**config.mk**
```make
export PLATFORM = sky130hd
export DESIGN_NAME = mmm_sequencer
export DESIGN_NICKNAME = d
export VERILOG_FILES = /design/src/rtl/mmm_sequencer.sv
export SDC_FILE = /design/constraint.sdc
export NUM_CORES = 1
export LEC_CHECK = 0
export BUFFER_PORTS_ARGS = -buffer_cell sky130_fd_sc_hd__clkbuf_2
export CAP_MARGIN = 30
export CORE_AREA = 2 2 39 41
export CTS_BUF_LIST = sky130_fd_sc_hd__clkbuf_2 sky130_fd_sc_hd__clkbuf_4 sky130_fd_sc_hd__clkbuf_8
export CTS_CLUSTER_DIAMETER = 50
export DETAILED_ROUTE_END_ITERATION = 7
export DIE_AREA = 0 0 41 43
export GPL_TIMING_DRIVEN = 0
export PLACE_DENSITY_LB_ADDON = 0.3
export RECOVER_POWER = 50
export SETUP_SLACK_MARGIN = 0.15
export SLEW_MARGIN = 20
export SYNTH_ARGS = -nofsm -noshare
export SYNTH_HDL_FRONTEND = slang
export SYNTH_SLANG_ARGS = --single-unit
```
**constraint.sdc**
```tcl
create_clock -name clk -period 1.3 [get_ports clk]
set_input_delay 0.195 -clock clk [delete_from_list [all_inputs] [get_ports clk]]
set_output_delay 0.195 -clock clk [all_outputs]
set_load 0.01 [all_outputs]
```
**src/rtl/mmm_sequencer.sv**
```systemverilog
// Control sequencer for a bit-serial Montgomery multiplier: clears R, iterates
// WIDTH accumulate cycles, then conditionally subtracts N before signalling done.
module mmm_sequencer #(
    parameter int WIDTH = 4
) (
    input  logic                     clk,
    input  logic                     rst,
    input  logic                     ena,
    input  logic                     start,
    input  logic                     abort,
    input  logic                     r_ge_n,
    output logic                     clear,
    output logic                     ld_r,
    output logic                     lock,
    output logic [$clog2(WIDTH)-1:0] bit_idx,
    output logic                     busy,
    output logic                     done
);

    localparam int IW = $clog2(WIDTH);
    localparam logic [IW-1:0] LAST_IDX = IW'(WIDTH - 1);

    typedef enum logic [2:0] {
        IDLE    = 3'd0,
        CLEAR   = 3'd1,
        ITER    = 3'd2,
        COMPARE = 3'd3,
        SUB     = 3'd4,
        DONE    = 3'd5
    } state_t;

    state_t state_r;

    // State and bit-index register; everything holds while ena is low.
    always_ff @(posedge clk or posedge rst) begin
        if (rst) begin
            state_r <= IDLE;
            bit_idx <= '0;
        end else if (ena) begin
            if (abort && (state_r != IDLE)) begin
                state_r <= IDLE;
                bit_idx <= '0;
            end else begin
                case (state_r)
                    IDLE: begin
                        if (start) begin
                            state_r <= CLEAR;
                        end
                        bit_idx <= '0;
                    end
                    CLEAR: begin
                        state_r <= ITER;
                        bit_idx <= '0;
                    end
                    ITER: begin
                        if (bit_idx == LAST_IDX) begin
                            state_r <= COMPARE;
                            bit_idx <= '0;
                        end else begin
                            bit_idx <= bit_idx + IW'(1);
                        end
                    end
                    COMPARE: begin
                        state_r <= r_ge_n ? SUB : DONE;
                        bit_idx <= '0;
                    end
                    SUB: begin
                        state_r <= DONE;
                        bit_idx <= '0;
                    end
                    DONE: begin
                        state_r <= IDLE;
                        bit_idx <= '0;
                    end
                    default: begin
                        state_r <= IDLE;
                        bit_idx <= '0;
                    end
                endcase
            end
        end else begin
            state_r <= state_r;
            bit_idx <= bit_idx;
        end
    end

    // Moore strobe decode, gated by ena so a frozen sequencer drives idle levels.
    always_comb begin
        clear = 1'b1;
        ld_r  = 1'b0;
        lock  = 1'b0;
        done  = 1'b0;
        busy  = (state_r != IDLE);
        if (ena) begin
            case (state_r)
                CLEAR: clear = 1'b0;
                ITER:  ld_r  = 1'b1;
                SUB: begin
                    ld_r = 1'b1;
                    lock = 1'b1;
                end
                DONE:    done = 1'b1;
                default: clear = 1'b1;
            endcase
        end else begin
            clear = 1'b1;
        end
    end

endmodule

```
==> reports/qor.tcl, run 1 <==
set qor(outcome) {finished with violations}
set qor(failed_checks) {negative setup slack}
set qor(async_flop_share) 1.00
set qor(floorplan.initialDensity) 0.241
set qor(htree_num_levels) 1
set qor(cts_tree) {built}
set qor(crit_path_start_kind) {flip-flop}
set qor(synth.top_cell.area_share) 0.375
set qor(clock_latency_at_the_later_pin_of_the_worst_skew_pair_ns) 0.25
set qor(routed-via-count) 413
set qor(detailed_route_vias_per_instance) 5.10
set qor(synth.area.top_cells) {sky130_fd_sc_hd__dfrtp_1 37%, sky130_fd_sc_hd__nor2_1 6.7%, sky130_fd_sc_hd__nor3_1 4.5%}
set qor(clock.fmax_mhz) 691
set qor(leakagePower_nw) 0.297
set qor(timing_hold_violations_final) 0
set qor(power.ir.vdd_worst_mv) 0.833
set qor(worst_clock_skew_ns) 0.00102
set qor(worst_slack_ns) -0.147
set qor(synth_enable_flop_cells) 0
set qor(maxCapViolCount) 0
set qor(worst-path-max-fanout) 7
set qor(yosysSeqAreaShare) 0.375
set qor(endpoint_kind) {primary output}
set qor(timing_max_transition_violations_final) 0
set qor(routed_wl_mm) 1.09
set qor(synth.distinct_cells) 24
set qor(timing.hold.worst_path_depth) 3
set qor(core-area_mm2) 0.00138
set qor(worstMarginPinSlew_ns) 0.307
set qor(die_y_um) 43
set qor(min_path_type) {in -> reg}
set qor(layout.nets) 73
set qor(worst-endpoint-arrival_ns) 1.25
set qor(gp_congestion) 0.763
set qor(share_of_cells_above_drive_strength_1) 0.569
set qor(grt_setup_unrepaired) {yes}
set qor(antenna_violations_before_repair) 0
set qor(net_count_after_synthesis) 46
set qor(post-layout-total-power_w) 0.00110
set qor(drtAntennaViolNets) 0
set qor(gr-usage-all-layers) 0.143
set qor(area_delta_synth_final_pct) 85.4
set qor(via_count_of_the_first_global_routing_pass) 365
set qor(detail_route.drc_violations) 0
set qor(mapped_area_um2) 334
set qor(synthesis.area_per_instance_um2) 8.57
set qor(whs_ns) 0.222
set qor(finalSetupViolCount) 8
set qor(grt_first_pass_wirelength_mm) 1.58
set qor(cts-buffers-inserted) 3
set qor(final.min_clock_period_ns) 1.45
set qor(synth.top_cells.by_count) {6 x sky130_fd_sc_hd__nor2_1, 5 x sky130_fd_sc_hd__dfrtp_1, 3 x sky130_fd_sc_hd__inv_1, 3 x sky130_fd_sc_hd__nor3_1}
set qor(dieWidth_um) 41
set qor(worst_r2r_path_depth) 4
set qor(dr.first_iter.drc_count) 5
set qor(num_antenna_cells) 0
set qor(post-synth-top-count-cell) {sky130_fd_sc_hd__nor2_1}
set qor(die-area_mm2) 0.00176
set qor(rows) 14
set qor(place_hpwl_um) 559
set qor(worst-setup-path-type) {reg -> out}
set qor(yosysTopAreaCell) {sky130_fd_sc_hd__dfrtp_1}
set qor(clk_transition_reported_paths_ns) 0.05
set qor(detail_route.wl_per_cell_um) 13.4
set qor(port_buffers) 12
set qor(clockBufferDepth) 2
set qor(clkSinkCount) 5
set qor(pre_cts_ws_ns) -0.104
set qor(grt_max_degree) 9
set qor(flip_flop_and_latch_count_after_synthesis) 5
set qor(finalCritPeriodShare) 1.11
set qor(yosys_warnings) 0
set qor(slew_headroom) 0.794
set qor(drt-pass1-iter-count) 4
set qor(globalRoute.totalOverflow) 0
set qor(root_buffer) {sky130_fd_sc_hd__clkbuf_4}
set qor(timing.critical_path.required_ns) 1.11
set qor(finalSetupTns_ns) -0.682
set qor(dominantRegCellSynth) {sky130_fd_sc_hd__dfrtp_1}
set qor(pwr_cell_area_mw_per_mm2) 1770
set qor(ios) 13
set qor(syn_inst) 39
-- critical path, stage by stage, from the launching register on --
cell	delay, ns
sky130_fd_sc_hd__dfrtp_1	0.37
sky130_fd_sc_hd__buf_6	0.13
sky130_fd_sc_hd__or3_4	0.37
sky130_fd_sc_hd__buf_6	0.13
-- registers in the layout, summed over array words and instances, names as in the netlist --
register,cells
bit_idx,2
state_r,3
-- cells by family after synthesis --
family	count (synthesis)	share of synthesized area
simple gates	17	0.266
buf+inv	5	0.0786
xor+xnor	1	0.0262
fa+ha+maj	1	0.0374
flops	5	0.375
compound gates	10	0.217
-- repair_timing --
action	in CTS	in global routing
buffers inserted	5	4
pin swaps	2	1
hold endpoints to repair	5	0
hold buffers	1	0
setup endpoints to repair	8	10
resized for setup	10	16
-- path summary, 6_finish.rpt --
path                       slack, ns         end        from
min in group asynchronous       0.37  state_r[0]         rst
hold / removal                  0.22  state_r[0]       start
hold reg to reg                 0.70  bit_idx[0]  bit_idx[0]
max in group asynchronous       0.73  state_r[2]         rst
setup reg to reg               -0.10  state_r[0]  bit_idx[1]
setup / recovery               -0.15        busy  state_r[0]
-- power by group --
| group | switching, W | internal (W) |
|---|---|---|
| registers | 0.0000342 | 0.000195 |
| clock network | 0.0000773 | 0.000138 |
| logic | 0.000295 | 0.000357 |
-- placed cells by master, fill, tap and decap left out, drive strengths merged --
cell type | Yosys | layout
a32oi | 1 | 1
nand2b | 1 | 1
ha | 1 | 1
a22o | 1 | 1
or4b | 1 | 1
nand4 | 1 | 1
dlygate4sd3 | 0 | 1
clkbuf | 1 | 10
inv | 3 | 3
dfrtp | 5 | 5
o21bai | 1 | 1
a21oi | 2 | 2
a21o | 1 | 1
a211oi | 1 | 1
nor3b | 1 | 1
nor2 | 6 | 6
nand2 | 2 | 2
xnor2 | 1 | 1
o21ai | 1 | 1
nor4 | 1 | 1
a32o | 1 | 1
or3 | 1 | 1
buf | 1 | 17
nor3 | 3 | 3
o31ai | 1 | 1
-- cell type report --
class	count	area, um^2
buffer	2	26.3
multi-input combinational	29	238
timing repair buffer	22	168
sequential	5	126
inverter	3	11.3
fill	139	764
clock buffer	4	30.0
tap	16	20.0
-- metal layers --
metal | track usage | share of wire | wire length [um] | up-vias
li1 | - | - | - | 194
met1 | 0.148 | 0.38 | 417 | 193
met2 | 0.213 | 0.51 | 554 | 20
met3 | 0.0628 | 0.064 | 70 | 6
met4 | 0.107 | 0.041 | 45 | 0
met5 | 0 | 0 | 0 | -
-- per-stage QoR --
stage,cell area (um^2),instances,utilization
final,619,81,0.448
after global routing,619,81,0.448
after CTS,539,77,0.390
after detailed placement,427,67,0.308
after global placement,427,67,0.308
after floorplan,347,39,-
Note: power is estimated with default switching activity, not from simulation.
==> run 2: changes to the inputs <==
- clock period: 1.3 -> 1.16 ns (I/O delays scaled with it)
==> reports/qor.tcl, run 2 (synthesis gave the netlist of run 1 again) <==
set qor(outcome) {finished with violations}
set qor(failed_checks) {negative setup slack}
set qor(worst_clock_skew_ns) 0.00223 ;# +0.00121 ns
set qor(worstMarginPinSlew_ns) 0.238 ;# -0.0688 ns
set qor(clock.fmax_mhz) 710
set qor(num_antenna_cells) 0 ;# unchanged
set qor(antenna_violations_before_repair) 0 ;# unchanged
set qor(dieWidth_um) 41 ;# unchanged
set qor(worst_slack_ns) -0.248 ;# -0.101 ns
set qor(met1_wirelength_um) 490 ;# +18%
set qor(whs_ns) 0.212 ;# -0.0107 ns
set qor(finalSetupViolCount) 8 ;# unchanged
set qor(detail_route.drc_violations) 0 ;# unchanged
set qor(floorplan.initialDensity) 0.241 ;# unchanged
set qor(grt_setup_unrepaired) {yes}
set qor(drtAntennaViolNets) 0 ;# unchanged
set qor(slew_headroom) 0.841 ;# +0.0470
set qor(globalRoute.totalOverflow) 0 ;# unchanged
set qor(power.ir.vdd_worst_mv) 0.686 ;# -18%
set qor(clock_latency_at_the_later_pin_of_the_worst_skew_pair_ns) 0.24 ;# about the same
set qor(area_delta_synth_final_pct) 86.9
set qor(largestRegisters) {state_r: 3 flops, bit_idx: 2 flops}
set qor(finalSetupTns_ns) -1.42 ;# -0.736 ns
set qor(timing.critical_path.required_ns) 0.99 ;# -0.12 ns
set qor(worst-setup-path-type) {reg -> out}
set qor(commonest_non_fill_non_tap_cell_in_the_layout) {sky130_fd_sc_hd__buf_6}
set qor(port_buffers) 12 ;# unchanged
set qor(htree_num_levels) 1 ;# unchanged
set qor(routed_wl_mm) 1.12 ;# +3.2%
set qor(root_buffer) {sky130_fd_sc_hd__clkbuf_4}
set qor(final.min_clock_period_ns) 1.41
set qor(numPlacedInstances) 67 ;# unchanged
set qor(max_flop_register) {state_r}
set qor(place_hpwl_um) 641 ;# +15%
set qor(core-area_mm2) 0.00138 ;# unchanged
set qor(route.met3.wl_um) 45 ;# -36%
set qor(crit_path_start_kind) {flip-flop}
set qor(layout.nets) 71 ;# -2.7%
set qor(clk_transition_reported_paths_ns) 0.05 ;# about the same
set qor(share_of_cells_above_drive_strength_1) 0.619 ;# +0.0498
set qor(cts-buffers-inserted) 3 ;# unchanged
set qor(post-layout-total-power_w) 0.00127 ;# +16%
set qor(highest-signal-layer) {met4}
set qor(maxCapViolCount) 0 ;# unchanged
set qor(hold_path_startpoint) {start}
set qor(routed-via-count) 414 ;# +0.24%
set qor(detail_route.wl_per_cell_um) 14.2 ;# +5.8%
set qor(ios) 13 ;# unchanged
set qor(timing_hold_violations_final) 0 ;# unchanged
set qor(timing_max_transition_violations_final) 0 ;# unchanged
set qor(die-area_mm2) 0.00176 ;# unchanged
set qor(drt-pass1-iter-count) 4 ;# unchanged
set qor(mostFrequentLayoutCells) {7 x sky130_fd_sc_hd__buf_6, 6 x sky130_fd_sc_hd__clkbuf_2, 5 x sky130_fd_sc_hd__nor2_1}
set qor(gr-usage-all-layers) 0.137 ;# -0.00575
set qor(cts_tree) {built}
set qor(routed_length_on_met2_um) 583 ;# +5.2%
set qor(finalCritPeriodShare) 1.21
set qor(die_y_um) 43 ;# unchanged
set qor(critical_path.reg2reg.startpoint) {bit_idx[0]}
set qor(largest_register_ff_count) 3 ;# unchanged
set qor(clkSinkCount) 5 ;# unchanged
set qor(worst-endpoint-arrival_ns) 1.23 ;# -0.02 ns
set qor(rows) 14 ;# unchanged
set qor(endpoint_kind) {primary output}
set qor(finalNonFillerCells) 79 ;# -2.5%
set qor(grt_first_pass_wirelength_mm) 1.64 ;# +3.9%
set qor(dr.first_iter.drc_count) 6 ;# +1
set qor(pre_cts_ws_ns) -0.253 ;# -0.150 ns
set qor(gp_congestion) 0.684 ;# -10%
set qor(setup.worst_path.start) {state_r[0]}
set qor(leakagePower_nw) 0.290 ;# -2.3%
set qor(via_count_of_the_first_global_routing_pass) 377 ;# +3.3%
set qor(grt_max_degree) 8 ;# -1
set qor(clockBufferDepth) 2 ;# unchanged
set qor(worst-path-max-fanout) 5 ;# -2
set qor(pwr_cell_area_mw_per_mm2) 2040 ;# +15%
set qor(detailed_route_vias_per_instance) 5.24 ;# +2.8%
set qor(min_path_type) {in -> reg}
[run 2: cell count changes in the layout (fill, tap and decap cells not counted)]
cell / change
sky130_fd_sc_hd__buf_4: -2
sky130_fd_sc_hd__a21oi_1: -1
sky130_fd_sc_hd__a21oi_2: +1
sky130_fd_sc_hd__inv_1: -1
sky130_fd_sc_hd__inv_2: +1
sky130_fd_sc_hd__nor3_1: -1
sky130_fd_sc_hd__nor3_4: +1
sky130_fd_sc_hd__o21ai_0: -1
sky130_fd_sc_hd__o21ai_1: +1
sky130_fd_sc_hd__o31ai_1: -1
sky130_fd_sc_hd__o31ai_2: +1
[run 2: final cells by class]
| type | instances | area [um^2] |
|---|---|---|
| Buffer | 2 | 26.3 |
| Clock buffer | 4 | 30.0 |
| Fill cell | 143 | 759 |
| Inverter | 3 | 11.3 |
| Multi-Input combinational cell | 29 | 258 |
| Sequential cell | 5 | 126 |
| Tap cell | 16 | 20.0 |
| Timing Repair Buffer | 20 | 153 |
[run 2: metrics by stage]
stage	area (um^2)	utilization
global placement	450	0.325
CTS	574	0.415
floorplan	370	-
detailed placement	450	0.325
global route	624	0.451
finish	624	0.451
[run 2: final timing paths]
path | to | slack, ns | cells after the start
min in group asynchronous | state_r[0] | 0.36 | 3
worst min register to register | bit_idx[1] | 0.62 | 2
worst max register to register | state_r[0] | -0.23 | 4
worst min-delay path | state_r[0] | 0.21 | 3
max in group asynchronous | state_r[2] | 0.60 | 3
worst max-delay path | busy | -0.25 | 3
[run 2: per-layer routing]
layer | global-route usage | up-vias
li1 | - | 191
met1 | 0.195 | 205
met2 | 0.191 | 16
met3 | 0 | 2
met4 | 0.100 | 0
met5 | 0 | -
[run 2: worst max-delay path: stages (launching register included)]
cell and delay [ns]:
sky130_fd_sc_hd__dfrtp_1 0.37, sky130_fd_sc_hd__buf_6 0.13, sky130_fd_sc_hd__or3_4 0.36, sky130_fd_sc_hd__buf_6 0.13
[run 2: power by group]
group	switching, W	internal (W)
Sequential	0.0000427	0.000218
Combinational	0.000365	0.000413
Clock	0.0000791	0.000154
Total	0.000487	0.000785
[run 2: repair_timing]
item,in CTS,in global routing
hold buffers,1,0
setup buffers,6,1
endpoints found under the hold margin,5,0
endpoints found under the setup margin,8,12
resized for setup,11,16
pin swaps,6,4
==> run 3: changes to the inputs <==
- ABC_AREA: unset -> 1
- CORE_AREA: 2 2 39 41 -> unset
- CORE_UTILIZATION: unset -> 30
- DIE_AREA: 0 0 41 43 -> unset
==> reports/qor.tcl, run 3 <==
set qor(pwr_cell_area_mw_per_mm2) 2460 ;# +21%
set qor(gr-usage-all-layers) 0.136 ;# -0.00137
set qor(worst_slack_ns) -0.148 ;# +0.0999 ns
set qor(synthSimpleGateAreaFrac) 0.466 ;# +0.200
set qor(rows) 12 ;# -2
set qor(clkSinkCount) 5 ;# unchanged
set qor(failed_checks) {negative setup slack}
set qor(largest_register_ff_count) 3 ;# unchanged
set qor(flip_flop_and_latch_count_after_synthesis) 5 ;# unchanged
set qor(port_buffers) 12 ;# unchanged
set qor(detailed_route_vias_per_instance) 4.42 ;# -16%
set qor(worstPathBufferInverterCount) 2 ;# unchanged
set qor(async_flop_share) 1.00 ;# unchanged
set qor(synth.top_cell.area_share) 0.311 ;# -0.0640
set qor(outcome) {finished with violations}
set qor(clock.fmax_mhz) 764 ;# +7.6%
set qor(timing_hold_violations_final) 0 ;# unchanged
set qor(yosysTopAreaCell) {sky130_fd_sc_hd__dfrtp_1}
set qor(setup.worst_path.start) {state_r[1]}
set qor(crit-reg2reg-capture) {state_r[0]}
set qor(timing.hold.worst_path_depth) 4 ;# +1
set qor(synth.distinct_cells) 19 ;# -21%
set qor(commonest_non_fill_non_tap_cell_in_the_layout) {sky130_fd_sc_hd__nand2_1}
set qor(synth_enable_flop_cells) 0 ;# unchanged
set qor(grt_first_pass_wirelength_mm) 1.34 ;# -19%
set qor(dominantRegCellSynth) {sky130_fd_sc_hd__dfrtp_1}
set qor(worstMarginPinSlew_ns) 0.235 ;# -0.00311 ns
set qor(finalSetupViolCount) 9 ;# +1
set qor(max_flop_register) {state_r}
set qor(drt-pass1-iter-count) 4 ;# unchanged
set qor(net_count_after_synthesis) 67 ;# +46%
set qor(grt_max_degree) 9 ;# +1
set qor(cpLargestDelayFamily) {flip-flops}
set qor(clk_transition_reported_paths_ns) 0.04 ;# about the same
set qor(mostFrequentLayoutCells) {19 x sky130_fd_sc_hd__nand2_1, 9 x sky130_fd_sc_hd__clkbuf_2, 8 x sky130_fd_sc_hd__inv_1}
set qor(worst-endpoint-arrival_ns) 1.13 ;# -0.10 ns
set qor(timing.critical_path.required_ns) 0.99 ;# about the same
set qor(crit_path_start_kind) {flip-flop}
set qor(hold_path_startpoint) {abort}
set qor(worst_clock_skew_ns) 0.000495 ;# -0.00173 ns
set qor(mapped_area_um2) 403 ;# +21%
set qor(post-layout-total-power_w) 0.00156 ;# +23%
set qor(path_cells) {buf_6 -> nor2_4 -> nand2_2 -> a21oi_2 -> buf_2}
set qor(area_delta_synth_final_pct) 57.1
set qor(yosysSeqAreaShare) 0.311 ;# -0.0640
set qor(drtAntennaViolNets) 0 ;# unchanged
set qor(power.ir.vdd_worst_mv) 1.29 ;# +88%
set qor(share_of_the_synthesized_area_in_compound_gates_ao_oa_aoi_oai) 0.0714 ;# -0.146
set qor(slew_headroom) 0.843 ;# +0.00249
set qor(share_of_cells_above_drive_strength_1) 0.529 ;# -0.0896
set qor(crit_path_max_incr_delay_ns) 0.36 ;# about the same
set qor(critical_path.reg2reg.startpoint) {state_r[0]}
set qor(die-area_mm2) 0.00149 ;# -15%
set qor(clock_latency_at_the_later_pin_of_the_worst_skew_pair_ns) 0.23 ;# about the same
set qor(detail_route.wl_per_cell_um) 8.42 ;# -41%
set qor(largestRegisters) {state_r: 3 flops, bit_idx: 2 flops}
set qor(clockBufferDepth) 2 ;# unchanged
set qor(final.min_clock_period_ns) 1.31 ;# -0.0999 ns
set qor(timing_max_transition_violations_final) 0 ;# unchanged
set qor(antenna_violations_before_repair) 0 ;# unchanged
set qor(critical_path.slowest_cell) {sky130_fd_sc_hd__dfrtp_1}
set qor(dr.first_iter.drc_count) 12 ;# +6
set qor(dieWidth_um) 38.6 ;# -5.7%
set qor(globalRoute.totalOverflow) 0 ;# unchanged
set qor(detail_route.drc_violations) 0 ;# unchanged
set qor(synth.mux.area_fraction) 0 ;# unchanged
set qor(finalCritPeriodShare) 1.13 ;# -0.0861
set qor(via_count_of_the_first_global_routing_pass) 336 ;# -11%
set qor(floorplan.initialDensity) 0.344 ;# +0.103
set qor(root_buffer) {sky130_fd_sc_hd__clkbuf_4}
set qor(cts_tree) {built}
set qor(die_y_um) 38.6 ;# -10%
set qor(min_path_type) {in -> reg}
set qor(n_fill_cell) 126 ;# -12%
set qor(numPlacedInstances) 86 ;# +28%
set qor(worst-setup-path-type) {reg -> out}
set qor(hold_path_end) {bit_idx[0]}
set qor(synth_fa_ha_area_frac) 0.0311 ;# -0.00640
set qor(endpoint_kind) {primary output}
set qor(worst-path-max-fanout) 8 ;# +3
set qor(ios) 13 ;# unchanged
set qor(synthesis.area_per_instance_um2) 6.71 ;# -22%
set qor(main_combinational_cell_family_by_area_after_synthesis) {simple AND/OR/NAND/NOR gates}
set qor(htree_num_levels) 1 ;# unchanged
set qor(core-area_mm2) 0.00117 ;# -15%
set qor(leakagePower_nw) 0.363 ;# +25%
set qor(gp_congestion) 0.747 ;# +9.2%
set qor(synth.area.top_cells) {sky130_fd_sc_hd__dfrtp_1 31%, sky130_fd_sc_hd__nand2_1 19%, sky130_fd_sc_hd__inv_1 8.4%}
set qor(maxCapViolCount) 0 ;# unchanged
set qor(cts-buffers-inserted) 3 ;# unchanged
set qor(layout.nets) 93 ;# +31%
set qor(yosys_warnings) 0 ;# unchanged
set qor(finalNonFillerCells) 99 ;# +25%
set qor(synth.top_cells.by_count) {20 x sky130_fd_sc_hd__nand2_1, 9 x sky130_fd_sc_hd__inv_1, 5 x sky130_fd_sc_hd__dfrtp_1, 4 x sky130_fd_sc_hd__nor2_1}
set qor(routed_wl_um) 834 ;# -26%
set qor(grt_setup_unrepaired) {yes}
set qor(r2r_slack_ns) -0.04 ;# +0.19 ns
set qor(synth_xor_xnor_area_share) 0 ;# -0.0262
set qor(syn_inst) 60 ;# +54%
set qor(num_antenna_cells) 0 ;# unchanged
set qor(worst_r2r_path_depth) 8 ;# +4
set qor(place_hpwl_um) 620 ;# -3.2%
set qor(routed-via-count) 438 ;# +5.8%
set qor(post-synth-top-count-cell) {sky130_fd_sc_hd__nand2_1}
[run 3: changes by cell type after synthesis, sizes merged, moves of 2 or more]
cell,before,now
nand3,0,4
inv,3,10
o21ai,1,3
nand2,2,25
nor3,3,0
[run 3: timing repair]
action,CTS,global route
resized for setup,3,5
pin swaps,6,4
hold buffers,1,0
endpoints found under the hold margin,5,0
buffers inserted,6,2
endpoints found under the setup margin,10,10
[run 3: through the flow]
stage / util / area (um^2) / hold WS, ns / worst slack (ns) / setup TNS [ns]
6_report: 0.541 / 633 / 0.308 / -0.148 / -0.690
3_5_place_dp: 0.441 / 517 / 0.0548 / -0.0262 / -0.0262
2_1_floorplan: - / 439 / -0.0475 / 0.100 / 0
5_1_grt: 0.541 / 633 / 0.300 / -0.220 / -1.39
3_3_place_gp: 0.441 / 517 / 0.0527 / -0.0219 / -0.0219
4_1_cts: 0.522 / 612 / 0.294 / -0.200 / -1.05
[run 3: final cells by class]
| class | count | area (um^2) | area share |
|---|---|---|---|
| inverter | 10 | 40.0 | 0.0632 |
| buffer | 1 | 11.3 | 0.0178 |
| timing repair buffer | 21 | 138 | 0.217 |
| clock buffer | 4 | 30.0 | 0.0474 |
| tap | 14 | 17.5 | 0.0277 |
| sequential | 5 | 126 | 0.200 |
| multi-input combinational | 44 | 270 | 0.427 |
[run 3: tightest hold or removal path: stages]
cell and delay [ns]:
sky130_fd_sc_hd__clkbuf_2 0.10, sky130_fd_sc_hd__nand2_4 0.08, sky130_fd_sc_hd__nand2_2 0.09, sky130_fd_sc_hd__o21ai_2 0.05
[run 3: worst max path at each step]
stage	endpoint	cells past startpoint
after detailed placement	ld_r	4
final	ld_r	5
after CTS	ld_r	5
after global placement	ld_r	4
after global routing	ld_r	4
after floorplan	state_r[0]	8
[run 3: kinds of logic after synthesis]
| kind of cell | count (synthesis) |
|---|---|
| simple gates | 38 |
| buf+inv | 11 |
| compound gates | 5 |
| flops | 5 |
| fa+ha+maj | 1 |
[run 3: report_power, final]
group          switching (W)  total (W)  leakage (nW)  internal (W)
sequential         0.0000845   0.000324        0.0654      0.000239
clock              0.0000586   0.000211        0.0184      0.000153
combinational       0.000542    0.00102         0.280      0.000482
total               0.000685    0.00156         0.363      0.000874
[run 3: layer usage]
metal / global-route usage / share of wire
met1: 0.170 / 0.50
met2: 0.196 / 0.44
met4: 0.103 / 0.013
met5: 0 / 0
met3: 0.0347 / 0.037
